<file path="src/rtl/iterative_left_shifter.sv">
// Multi-cycle logical left shifter: one log-stage per clock, fixed SHW-cycle latency,
// with a signed-overflow flag and a start/busy/done handshake.
module iterative_left_shifter #(
  parameter int unsigned WIDTH = 32,
  parameter int unsigned SHW   = 5
) (
  input  logic             clk,
  input  logic             rst,
  input  logic             start,
  input  logic [WIDTH-1:0] inp,
  input  logic [SHW-1:0]   shamt,
  output logic             busy,
  output logic             done,
  output logic [WIDTH-1:0] out,
  output logic             ovf
);

  localparam int unsigned KW = (SHW > 1) ? $clog2(SHW) : 1;

  typedef enum logic [1:0] {
    IDLE  = 2'd0,
    SHIFT = 2'd1,
    DONE  = 2'd2
  } state_t;

  state_t           r_state, w_state_nxt;
  logic [WIDTH-1:0] r_acc, w_acc_nxt;
  logic [SHW-1:0]   r_amt, w_amt_nxt;
  logic [KW-1:0]    r_k, w_k_nxt;
  logic             r_sticky, w_sticky_nxt;
  logic [WIDTH-1:0] r_out, w_out_nxt;
  logic             r_ovf, w_ovf_nxt;
  logic             r_busy, w_busy_nxt;
  logic             r_done, w_done_nxt;

  logic [SHW-1:0]   w_s;
  logic [WIDTH-1:0] w_diff;
  logic [WIDTH-1:0] w_mask;
  logic             w_lost;
  logic [WIDTH-1:0] w_acc_stage;
  logic             w_sticky_stage;

  // Top s+1 bits are all equal iff no adjacent-bit difference falls in the top s positions.
  always_comb begin
    w_s            = SHW'(1) << r_k;
    w_diff         = r_acc ^ {r_acc[WIDTH-2:0], 1'b0};
    w_mask         = ~({WIDTH{1'b1}} >> w_s);
    w_lost         = |(w_diff & w_mask);
    w_acc_stage    = r_acc;
    w_sticky_stage = r_sticky;
    if (r_amt[r_k]) begin
      w_acc_stage    = r_acc << w_s;
      w_sticky_stage = r_sticky | w_lost;
    end
  end

  always_comb begin
    w_state_nxt  = r_state;
    w_acc_nxt    = r_acc;
    w_amt_nxt    = r_amt;
    w_k_nxt      = r_k;
    w_sticky_nxt = r_sticky;
    w_out_nxt    = r_out;
    w_ovf_nxt    = r_ovf;
    w_busy_nxt   = r_busy;
    w_done_nxt   = 1'b0;
    case (r_state)
      IDLE, DONE: begin
        w_state_nxt = IDLE;
        if (start) begin
          w_acc_nxt    = inp;
          w_amt_nxt    = shamt;
          w_k_nxt      = '0;
          w_sticky_nxt = 1'b0;
          w_busy_nxt   = 1'b1;
          w_state_nxt  = SHIFT;
        end
      end
      SHIFT: begin
        w_acc_nxt    = w_acc_stage;
        w_sticky_nxt = w_sticky_stage;
        w_k_nxt      = r_k + KW'(1);
        if (r_k == KW'(SHW - 1)) begin
          w_out_nxt   = w_acc_stage;
          w_ovf_nxt   = w_sticky_stage;
          w_busy_nxt  = 1'b0;
          w_done_nxt  = 1'b1;
          w_state_nxt = DONE;
        end
      end
      default: w_state_nxt = IDLE;
    endcase
  end

  always_ff @(posedge clk) begin
    if (rst) begin
      r_state  <= IDLE;
      r_acc    <= '0;
      r_amt    <= '0;
      r_k      <= '0;
      r_sticky <= 1'b0;
      r_out    <= '0;
      r_ovf    <= 1'b0;
      r_busy   <= 1'b0;
      r_done   <= 1'b0;
    end else begin
      r_state  <= w_state_nxt;
      r_acc    <= w_acc_nxt;
      r_amt    <= w_amt_nxt;
      r_k      <= w_k_nxt;
      r_sticky <= w_sticky_nxt;
      r_out    <= w_out_nxt;
      r_ovf    <= w_ovf_nxt;
      r_busy   <= w_busy_nxt;
      r_done   <= w_done_nxt;
    end
  end

  assign busy = r_busy;
  assign done = r_done;
  assign out  = r_out;
  assign ovf  = r_ovf;

endmodule

</file>
<file path="config.mk">
export PLATFORM = sky130hd
export DESIGN_NAME = iterative_left_shifter
export DESIGN_NICKNAME = d
export VERILOG_FILES = /design/src/rtl/iterative_left_shifter.sv
export SDC_FILE = /design/constraint.sdc
export NUM_CORES = 1
export LEC_CHECK = 0
export CORE_MARGIN = 2
export CORE_UTILIZATION = 30
export CTS_BUF_LIST = sky130_fd_sc_hd__clkbuf_16
export DETAILED_ROUTE_END_ITERATION = 6
export SLEW_MARGIN = 20
export SYNTH_ARGS = -nofsm -noshare
export SYNTH_HDL_FRONTEND = slang
export SYNTH_SLANG_ARGS = --single-unit
</file>
<file path="constraint.sdc">
create_clock -name clk -period 4.6 [get_ports clk]
set_input_delay 0.69 -clock clk [delete_from_list [all_inputs] [get_ports clk]]
set_output_delay 0.69 -clock clk [all_outputs]
set_load 0.005 [all_outputs]
</file>
==> results.py <==
metrics = {
    "outcome": {
        "outcome": "finished, violations left",
        "violated_checks": "design-rule violations",
    },
    "final_layout": {
        "area_growth_pct": 18.5,
        "antennaDiodeCount": 0,
        "layout.cells.most_common_list": "dfxtp_1 (78), clkdlybuf4s50_1 (74), nand2_1 (72), nor2_1 (46), a21oi_1 (41)",
        "final.fill_count": 2083,
        "fraction_of_final_layout_cells_with_drive_strength_greater_than_1": 0.100,
        "nNetsFinal": 800,
        "layout.cells.most_common": "dfxtp_1",
    },
    "clock_tree": {
        "post_cts_resize_count": 0,
        "ctsRootBufferMaster": "clkbuf_16",
        "post_cts.repair.setup_buffers": 0,
        "cts.sinks": 78,
        "cts_tree": "built",
        "cts_hold_repair.buffers": 0,
        "htree_levels": 3,
        "clk_pin_slew_worst_paths_ns": 0.07,
        "clock_tree.buffer_depth": 2,
        "insertion_delay_ns": 0.36,
        "cts_made_buffers": 9,
    },
    "sta": {
        "timing.hold.ws_ns": 0.442,
        "slew_viol_final": 0,
        "tightest_slew_ns": 0.911,
        "timing.fmax_mhz": 299,
        "worst_clock_skew_ns": 0.00877,
        "final-hold-violation-count": 0,
        "setup_viol": 0,
        "min_period_ns": 3.34,
        "max_slew_headroom": 0.388,
        "final_critical_path_setup_slack_ns": 1.26,
        "final_min_period_over_clock_period": 0.726,
        "setup_total_negative_slack_ns": 0,
        "grt_setup_unrepaired": "false",
    },
    "global_route": {
        "gr_overflow_total": 0,
        "wire_length_of_the_first_global_routing_pass_mm": 38.2,
        "grt_pass1_vias": 5835,
        "grt_antenna_before_repair": 0,
        "grt.total_usage": 0.235,
        "grt_max_degree": 65,
    },
    "synthesis": {
        "synth-seq-cells": 78,
        "yosysWarningCount": 0,
        "mappedNetlistNets": 788,
        "ys_top_cells_by_area": "dfxtp_1 (26%), mux4_2 (5.3%), mux2i_1 (4.9%)",
        "synth_area_leader": "dfxtp_1",
        "synth_area_per_cell_um2": 8.05,
        "synth_async_sr_flop_share": 0,
        "yosys.area.top_type_share": 0.261,
        "synth_enable_flop_cells": 0,
        "synthFlopType": "dfxtp_1",
        "sequential_share_of_the_synthesized_area": 0.261,
        "ys_types": 80,
        "synthesis.area_mm2": 0.00598,
        "netlist_instances": 743,
    },
    "drt": {
        "via_count": 6409,
        "drtIter0Drc": 1158,
        "postRouteAntennaNets": 0,
        "detail_route.wl_per_cell_um": 24.9,
        "drtPass1Iterations": 7,
        "drc": 1,
        "drt-total-wl_mm": 25.5,
        "vias_per_cell": 6.26,
    },
    "floorplanning": {
        "die_width_um": 145,
        "area_of_the_placeable_core_mm2": 0.0195,
        "dieArea_mm2": 0.0211,
        "fp.dieH_um": 145,
        "std_cell_rows": 51,
        "effective_utilization_at_floorplan": 0.306,
        "io_pins": 75,
    },
    "placed_design": {
        "place_ws_ns": 1.28,
        "placement.io_buffers": 74,
        "dp_hpwl_mm": 17.6,
        "gp_routability_congestion": 1.01,
    },
    "setup_path": {
        "critical_path_arrival_ns": 3.54,
        "setup.worst_path.start_class": "flop",
        "crit_path_end_kind": "flop",
        "cp.required_ns": 4.80,
        "worstPathMaxFanout": 14,
        "setup.worst_path.class": "flop to flop",
    },
    "power_and_ir_drop": {
        "p_leak_uw": 0.00260,
        "power_density_mw_per_mm2": 288,
        "worst_vdd_rail_ir_drop_mv": 0.179,
    },
    "hold_path": {
        "min-delay-path-class": "flop to flop",
    },
    "job": {
        "maxCapViolations": 0,
    },
}
## worst paths after layout
kind            from   endpoint  slack [ns]  cells after the start
min reg2reg  out[24]    out[24]        0.44                      2
max reg2reg   r_k[0]  r_acc[22]        1.26                      9
min          out[24]    out[24]        0.44                      2
max           r_k[0]  r_acc[22]        1.26                      9
## power breakdown
part	total, uW	internal [uW]	switching (uW)	leakage (uW)
registers	789	702	87.4	0.000635
logic	534	223	311	0.00183
clock network	721	416	305	0.000135
## critical path, stage by stage (launching register included)
cell and delay, ns:
dfxtp_1 0.48, inv_1 0.11, ha_1 0.39, buf_4 0.25, buf_4 0.18, or3b_1 0.50
a211oi_1 0.31, nor4b_2 0.10, a222oi_1 0.68, o32ai_1 0.17
## metrics by stage
stage	instance area, um2	util	instances	total power [uW]
final	7090	0.363	1024	2040
after global placement	6790	0.348	1009	1320
after global routing	7090	0.363	1024	2120
after floorplan	5980	-	743	1130
after detailed placement	6800	0.348	1009	1310
after CTS	7090	0.363	1024	2040
## registers in the layout, indices dropped and copies added (netlist names)
register / count
r_k: 3
r_acc: 32
r_amt: 5
out: 32
ovf: 1
busy: 1
done: 1
r_sticky: 1
r_state: 2
## synth_stat cells (5+ instances only)
cell type / count
nor2_1: 46
clkbuf_1: 51
o21a_1: 5
a21oi_1: 42
and3_1: 5
o211ai_1: 13
ha_1: 5
mux4_2: 14
nor3_1: 13
buf_6: 5
a31oi_1: 13
a21o_1: 8
o21ai_0: 39
buf_1: 7
or3_1: 6
nor2b_1: 10
mux2i_1: 29
a22o_1: 19
o22ai_1: 16
nand2_1: 72
a222oi_1: 6
a221o_1: 6
nand3_1: 18
a22oi_1: 32
buf_2: 27
a221oi_1: 6
inv_1: 14
mux2_2: 9
dfxtp_1: 78
a211oi_1: 13
nand2b_1: 11
o211a_1: 5
xor2_1: 9
xnor2_1: 8
## cells by family after synthesis
| logic type | after synthesis | share of synthesized area |
|---|---|---|
| AND/OR/NAND/NOR | 207 | 0.167 |
| multiplexers | 53 | 0.121 |
| XOR/XNOR | 17 | 0.0249 |
| adder cells (fa/ha/maj) | 5 | 0.0105 |
| buffers and inverters | 110 | 0.0857 |
| AO/OA/AOI/OAI | 273 | 0.330 |
| flip-flops | 78 | 0.261 |
## final cells by class
cell class                 instances  area (um2)  share of cell area
multi-input combinational        555        3930               0.555
sequential                        78        1560               0.220
inverter                          15        56.3             0.00794
tap                              265         332              0.0468
timing repair buffer              96         918               0.130
clock inverter                     6        65.1             0.00918
clock buffer                       9         225              0.0318
## metal layers
| metal | share of wire | track usage | vias to the layer above |
|---|---|---|---|
| met5 | 0 | 0 | - |
| met4 | 0.037 | 0.0882 | 0 |
| met2 | 0.42 | 0.336 | 507 |
| met3 | 0.12 | 0.0575 | 81 |
| li1 | - | - | 2814 |
| met1 | 0.43 | 0.338 | 3007 |
(Power assumes the default switching activity.)
